`config.mk`:
```
export PLATFORM = sky130hd
export DESIGN_NAME = ps2_host_tx
export DESIGN_NICKNAME = d
export VERILOG_FILES = /design/src/rtl/ps2_pkg.sv /design/src/rtl/ps2_sync_edge.sv /design/src/rtl/ps2_host_tx.sv
export SDC_FILE = /design/constraint.sdc
export NUM_CORES = 1
export LEC_CHECK = 0
export CAP_MARGIN = 20
export CORE_ASPECT_RATIO = 0.75
export CORE_MARGIN = 4
export CORE_UTILIZATION = 30
export DETAILED_ROUTE_END_ITERATION = 8
export PLACE_DENSITY = 0.56
export SYNTH_ARGS = -nofsm -noshare
export SYNTH_HDL_FRONTEND = slang
export SYNTH_HIERARCHICAL = 1
export SYNTH_SLANG_ARGS = --single-unit
```
`constraint.sdc`:
```
create_clock -name clk -period 2.6 [get_ports clk]
set_clock_uncertainty 0.1 [all_clocks]
set_input_delay 0.52 -clock clk [delete_from_list [all_inputs] [get_ports clk]]
set_output_delay 0.52 -clock clk [all_outputs]
set_load 0.02 [all_outputs]
```
`src/rtl/ps2_pkg.sv`:
```
// Shared PS/2 types and helpers for the host transmit and receive paths.
package ps2_pkg;

    typedef enum logic [2:0] {
        IDLE,
        INHIBIT,
        SEND,
        ACK,
        WAIT_IDLE
    } ps2_state_e;

    localparam int PS2_DATA_BITS = 8;
    localparam int PS2_STOP_IDX  = 9;

    function automatic logic odd_parity(input logic [PS2_DATA_BITS-1:0] d);
        return ~^d;
    endfunction

endpackage

```
`src/rtl/ps2_sync_edge.sv`:
```
// Synchronizes the raw PS/2 clock and data lines and flags their falling edges.
// Flops reset low so a line that is really low never produces a false idle or edge.
module ps2_sync_edge #(
    parameter int SYNC_STAGES = 2
) (
    input  logic clk,
    input  logic reset,
    input  logic ps2_clk_i,
    input  logic ps2_data_i,
    output logic clk_s_o,
    output logic data_s_o,
    output logic clk_fall_o,
    output logic data_fall_o
);

    logic [SYNC_STAGES-1:0] clk_sync_q;
    logic [SYNC_STAGES-1:0] data_sync_q;
    logic                   clk_prev_q;
    logic                   data_prev_q;

    always_ff @(posedge clk) begin
        if (reset) begin
            clk_sync_q  <= '0;
            data_sync_q <= '0;
            clk_prev_q  <= 1'b0;
            data_prev_q <= 1'b0;
        end else begin
            clk_sync_q  <= {clk_sync_q[SYNC_STAGES-2:0], ps2_clk_i};
            data_sync_q <= {data_sync_q[SYNC_STAGES-2:0], ps2_data_i};
            clk_prev_q  <= clk_sync_q[SYNC_STAGES-1];
            data_prev_q <= data_sync_q[SYNC_STAGES-1];
        end
    end

    assign clk_s_o     = clk_sync_q[SYNC_STAGES-1];
    assign data_s_o    = data_sync_q[SYNC_STAGES-1];
    assign clk_fall_o  = clk_prev_q & ~clk_sync_q[SYNC_STAGES-1];
    assign data_fall_o = data_prev_q & ~data_sync_q[SYNC_STAGES-1];

endmodule

```
`src/rtl/ps2_host_tx.sv`:
```
// PS/2 host-to-device transmitter: inhibit, request-to-send, 8 data bits, odd parity, stop, device ACK.
// Build option PS2_TX_RETRY_EN: a NACKed or timed-out frame is resent once before tx_err is reported.
module ps2_host_tx
    import ps2_pkg::*;
#(
    parameter int INHIBIT_CYCLES = 1500,
    parameter int TIMEOUT_CYCLES = 200000,
    parameter int SYNC_STAGES    = 2
) (
    input  logic       clk,
    input  logic       reset,
    input  logic [7:0] tx_data,
    input  logic       tx_valid,
    output logic       tx_ready,
    output logic       busy,
    output logic       tx_done,
    output logic       tx_err,
    input  logic       ps2_clk_in,
    input  logic       ps2_data_in,
    output logic       ps2_clk_oe,
    output logic       ps2_data_oe
);

    localparam int CNT_MAX = (INHIBIT_CYCLES > TIMEOUT_CYCLES) ? INHIBIT_CYCLES : TIMEOUT_CYCLES;
    localparam int CW      = $clog2(CNT_MAX + 1);
    localparam logic [CW-1:0] INH_LAST = CW'(INHIBIT_CYCLES - 1);
    localparam logic [CW-1:0] INH_DRV  = CW'((INHIBIT_CYCLES >= 2) ? INHIBIT_CYCLES - 2 : 0);
    localparam logic [CW-1:0] TO_LAST  = CW'(TIMEOUT_CYCLES - 1);

    logic clk_s, data_s, clk_fall, data_fall_unused;

    ps2_sync_edge #(.SYNC_STAGES(SYNC_STAGES)) u_sync (
        .clk        (clk),
        .reset      (reset),
        .ps2_clk_i  (ps2_clk_in),
        .ps2_data_i (ps2_data_in),
        .clk_s_o    (clk_s),
        .data_s_o   (data_s),
        .clk_fall_o (clk_fall),
        .data_fall_o(data_fall_unused)
    );

    ps2_state_e state_q, state_d;
    logic [CW-1:0] cnt_q, cnt_d, cnt_inc;
    logic [3:0]    bit_cnt_q, bit_cnt_d;
    logic [7:0]    byte_q, byte_d;
    logic          par_q, par_d, ack_q, ack_d;
    logic          clk_oe_q, clk_oe_d, data_oe_q, data_oe_d;
    logic          done_q, done_d, err_q, err_d, busy_q, busy_d, ready_q, ready_d;
    logic          tx_bit, succ, fail;
`ifdef PS2_TX_RETRY_EN
    logic          retry_q, retry_d;
`endif

    assign cnt_inc = (cnt_q == {CW{1'b1}}) ? cnt_q : cnt_q + CW'(1);

    always_comb begin
        if (bit_cnt_q < 4'(PS2_DATA_BITS))       tx_bit = byte_q[bit_cnt_q[2:0]];
        else if (bit_cnt_q == 4'(PS2_DATA_BITS)) tx_bit = par_q;
        else                                     tx_bit = 1'b1;
    end

    always_comb begin
        state_d   = state_q;
        cnt_d     = cnt_q;
        bit_cnt_d = bit_cnt_q;
        byte_d    = byte_q;
        par_d     = par_q;
        ack_d     = ack_q;
        clk_oe_d  = clk_oe_q;
        data_oe_d = data_oe_q;
        done_d    = 1'b0;
        err_d     = 1'b0;
        succ      = 1'b0;
        fail      = 1'b0;
`ifdef PS2_TX_RETRY_EN
        retry_d   = retry_q;
`endif
        case (state_q)
            IDLE: begin
                clk_oe_d  = 1'b0;
                data_oe_d = 1'b0;
                if (tx_valid && ready_q) begin
                    byte_d   = tx_data;
                    par_d    = odd_parity(tx_data);
                    cnt_d    = '0;
                    clk_oe_d = 1'b1;
                    state_d  = INHIBIT;
`ifdef PS2_TX_RETRY_EN
                    retry_d  = 1'b0;
`endif
                end
            end
            INHIBIT: begin
                cnt_d = cnt_inc;
                // Start bit goes onto the bus while the clock is still held low.
                if (cnt_q >= INH_DRV) data_oe_d = 1'b1;
                if (cnt_q == INH_LAST) begin
                    clk_oe_d  = 1'b0;
                    cnt_d     = '0;
                    bit_cnt_d = '0;
                    state_d   = SEND;
                end
            end
            SEND: begin
                if (clk_fall) begin
                    cnt_d     = '0;
                    data_oe_d = ~tx_bit;
                    if (bit_cnt_q == 4'(PS2_STOP_IDX)) state_d = ACK;
                    else                               bit_cnt_d = bit_cnt_q + 4'd1;
                end else if (cnt_q == TO_LAST) fail = 1'b1;
                else                           cnt_d = cnt_inc;
            end
            ACK: begin
                if (clk_fall) begin
                    cnt_d   = '0;
                    ack_d   = ~data_s;
                    state_d = WAIT_IDLE;
                end else if (cnt_q == TO_LAST) fail = 1'b1;
                else                           cnt_d = cnt_inc;
            end
            WAIT_IDLE: begin
                if (clk_s && data_s) begin
                    if (ack_q) succ = 1'b1;
                    else       fail = 1'b1;
                end else if (clk_fall)         cnt_d = '0;
                else if (cnt_q == TO_LAST)     fail = 1'b1;
                else                           cnt_d = cnt_inc;
            end
            default: state_d = IDLE;
        endcase

        if (succ) begin
            done_d  = 1'b1;
            state_d = IDLE;
        end
        if (fail) begin
`ifdef PS2_TX_RETRY_EN
            if (!retry_q) begin
                retry_d   = 1'b1;
                cnt_d     = '0;
                clk_oe_d  = 1'b1;
                data_oe_d = 1'b0;
                state_d   = INHIBIT;
            end else begin
                err_d     = 1'b1;
                clk_oe_d  = 1'b0;
                data_oe_d = 1'b0;
                state_d   = IDLE;
            end
`else
            err_d     = 1'b1;
            clk_oe_d  = 1'b0;
            data_oe_d = 1'b0;
            state_d   = IDLE;
`endif
        end

        busy_d  = (state_d != IDLE);
        ready_d = (state_d == IDLE) && clk_s && data_s;
    end

    always_ff @(posedge clk) begin
        if (reset) begin
            state_q   <= IDLE;
            cnt_q     <= '0;
            bit_cnt_q <= '0;
            byte_q    <= '0;
            par_q     <= 1'b0;
            ack_q     <= 1'b0;
            clk_oe_q  <= 1'b0;
            data_oe_q <= 1'b0;
            done_q    <= 1'b0;
            err_q     <= 1'b0;
            busy_q    <= 1'b0;
            ready_q   <= 1'b0;
`ifdef PS2_TX_RETRY_EN
            retry_q   <= 1'b0;
`endif
        end else begin
            state_q   <= state_d;
            cnt_q     <= cnt_d;
            bit_cnt_q <= bit_cnt_d;
            byte_q    <= byte_d;
            par_q     <= par_d;
            ack_q     <= ack_d;
            clk_oe_q  <= clk_oe_d;
            data_oe_q <= data_oe_d;
            done_q    <= done_d;
            err_q     <= err_d;
            busy_q    <= busy_d;
            ready_q   <= ready_d;
`ifdef PS2_TX_RETRY_EN
            retry_q   <= retry_d;
`endif
        end
    end

    assign tx_ready    = ready_q;
    assign busy        = busy_q;
    assign tx_done     = done_q;
    assign tx_err      = err_q;
    assign ps2_clk_oe  = clk_oe_q;
    assign ps2_data_oe = data_oe_q;

endmodule

```
==> out/qor.txt <==
status - finished, final reports clean
CP Capture Type - register
CTS Buffer Depth - 2
Place WS - -0.126 ns
Slew HR - 0.686
fill cell count - 823
CTS tree - done
Port Buf Inserts - 18
setup TNS - 0 ns
Pwr Density - 394 mW/mm²
Pins Over Slew Limit - 0
Max VDD drop - 231 µV
slowest cell delay on critical path - 0.56 ns
period utilization - 0.963
initial antenna violation count - 0
CTS clk-pin slew, worst paths - 0.09 ns
Std-Cell Rows - 28
drt drc - 0
total gr overflow - 0
Startpoint Class - register
Max-Cap Viols - 0
min-delay worst type - reg -> reg
routability-driven placement congestion ratio - 0.793
htree depth - 2
Post-Syn Area - 0.00245 mm²
WS Path Type - reg -> reg
Cells after Synth - 284
GRT Util Overall - 0.132
slowest CP cell - or4_4
Worst-Margin Slew - 0.467 ns
average cell area after synthesis - 8.61 µm²
syn_nets - 302
fin crit period - 2.50 ns
Die X - 112 µm
via count - 2271
Fin. Hold Viols - 0
final WL - 6200 µm
Avg WL per Cell - 14.4 µm
crit path max fanout - 16
Data required, critical path - 2.69 ns
share of layout cells above drive strength 1 - 0.175
Synth warnings - 6
Core Footprint - 0.00792 mm²
Clock Sinks - 46
synth-to-layout area growth - 25.3%
Num CTS Buffers - 5
IO Count - 19
drt via density - 5.27
vias in the first global route - 2115
Root Driver - clkbuf_8
Max Fclk - 400 MHz
Iteration-0 DRC Markers - 151
first-pass GRT wire length - 10400 µm
Initial Util - 0.309
1st-pass router iterations - 4
Leakage - 1.01 nW
Final #Nets - 344
post-route setup slack - 0.0974 ns
largest net degree at the start of global routing - 34
clock insertion delay at the later pin of the skew report - 0.30 ns
crit path DAT - 2.59 ns
Post-DRT Antenna Nets - 0
dpl hpwl - 4460 µm
DIE HEIGHT - 86.2 µm
Tot Pwr - 1.21 mW
Inserted Diodes - 0
Final Setup Violations - 0
Die Area - 0.00968 mm²
crit-path cells - and2b_2, or4b_1, or4_4, o21bai_4, buf_12, clkbuf_16, or4_1, a21oi_2
==> registers in the layout, indices dropped and copies added (netlist names), 2 cells and up <==
| register | flops |
|---|---|
| cnt_q | 18 |
| byte_q | 8 |
| bit_cnt_q | 4 |
| state_q | 3 |
| u_sync/clk_sync_q | 2 |
| u_sync/data_sync_q | 2 |
==> power breakdown <==
part | internal, mW | switching [mW] | total, mW | leakage (nW)
clock network | 0.181 | 0.240 | 0.422 | 0.0438
registers | 0.708 | 0.00180 | 0.710 | 0.371
logic | 0.0426 | 0.0346 | 0.0772 | 0.599
==> placed cells by master (no fill, tap or decap), types with 8 or more instances in the layout <==
| cell | count |
|---|---|
| dfxtp_1 | 46 |
| nand2_1 | 32 |
| a21oi_1 | 29 |
| buf_4 | 26 |
| clkdlybuf4s50_1 | 18 |
| or4_1 | 14 |
| o31ai_1 | 13 |
| nand3_1 | 12 |
| nor2_1 | 11 |
| inv_1 | 9 |
| nor3_1 | 8 |
| or3_1 | 8 |
==> worst paths after layout <==
check	startpoint	to	slack (ns)	cells past startpoint
worst max-delay path	u_sync/clk_sync_q[1]$_SDFF_PP0_	cnt_q[13]$_SDFFE_PP0P_	0.1	8
worst min-delay path	u_sync/data_sync_q[0]$_SDFF_PP0_	u_sync/data_sync_q[1]$_SDFF_PP0_	0.34	1
worst min register to register	u_sync/data_sync_q[0]$_SDFF_PP0_	u_sync/data_sync_q[1]$_SDFF_PP0_	0.34	1
worst max register to register	u_sync/clk_sync_q[1]$_SDFF_PP0_	cnt_q[13]$_SDFFE_PP0P_	0.1	8
==> critical path, delay by kind of cell, from the launching register on <==
kind                   cells  cell delay [ns]
flip-flops                 1             0.33
AND/OR/NAND/NOR            4             1.41
buffers and inverters      2             0.31
AO/OA/AOI/OAI              2             0.25
==> final cells by class <==
cell class | instances | area [µm²] | share of cell area
clock buffers | 5 | 68.8 | 0.0224
clock inverters | 2 | 10.0 | 0.00327
inverters | 9 | 33.8 | 0.0110
multi-input cells | 216 | 1440 | 0.468
flip-flops and latches | 46 | 921 | 0.300
well taps | 105 | 131 | 0.0429
repair buffers | 48 | 465 | 0.152
==> per-stage QoR <==
stage | hold slack (ns) | instance area, µm² | cells | util
after floorplan | 0.314 | 2450 | 284 | -
after global placement | 0.318 | 2860 | 418 | 0.361
after detailed placement | 0.326 | 2860 | 418 | 0.361
after CTS | 0.346 | 2970 | 428 | 0.375
after global routing | 0.369 | 3070 | 431 | 0.387
final | 0.342 | 3070 | 431 | 0.387
==> per-layer routing <==
layer / GRT usage / share of wire
met1: 0.199 / 0.52
met2: 0.186 / 0.41
met3: 0.0321 / 0.052
met4: 0.0371 / 0.014
met5: 0 / 0
==> what timing repair did <==
action | in CTS | in global routing
setup buffers | 3 | 1
setup endpoints to repair | 5 | 15
cloned | 0 | 2
hold buffers | 0 | 0
pin swaps | 1 | 2
gates resized for setup | 1 | 5
(Power assumes the default switching activity.)
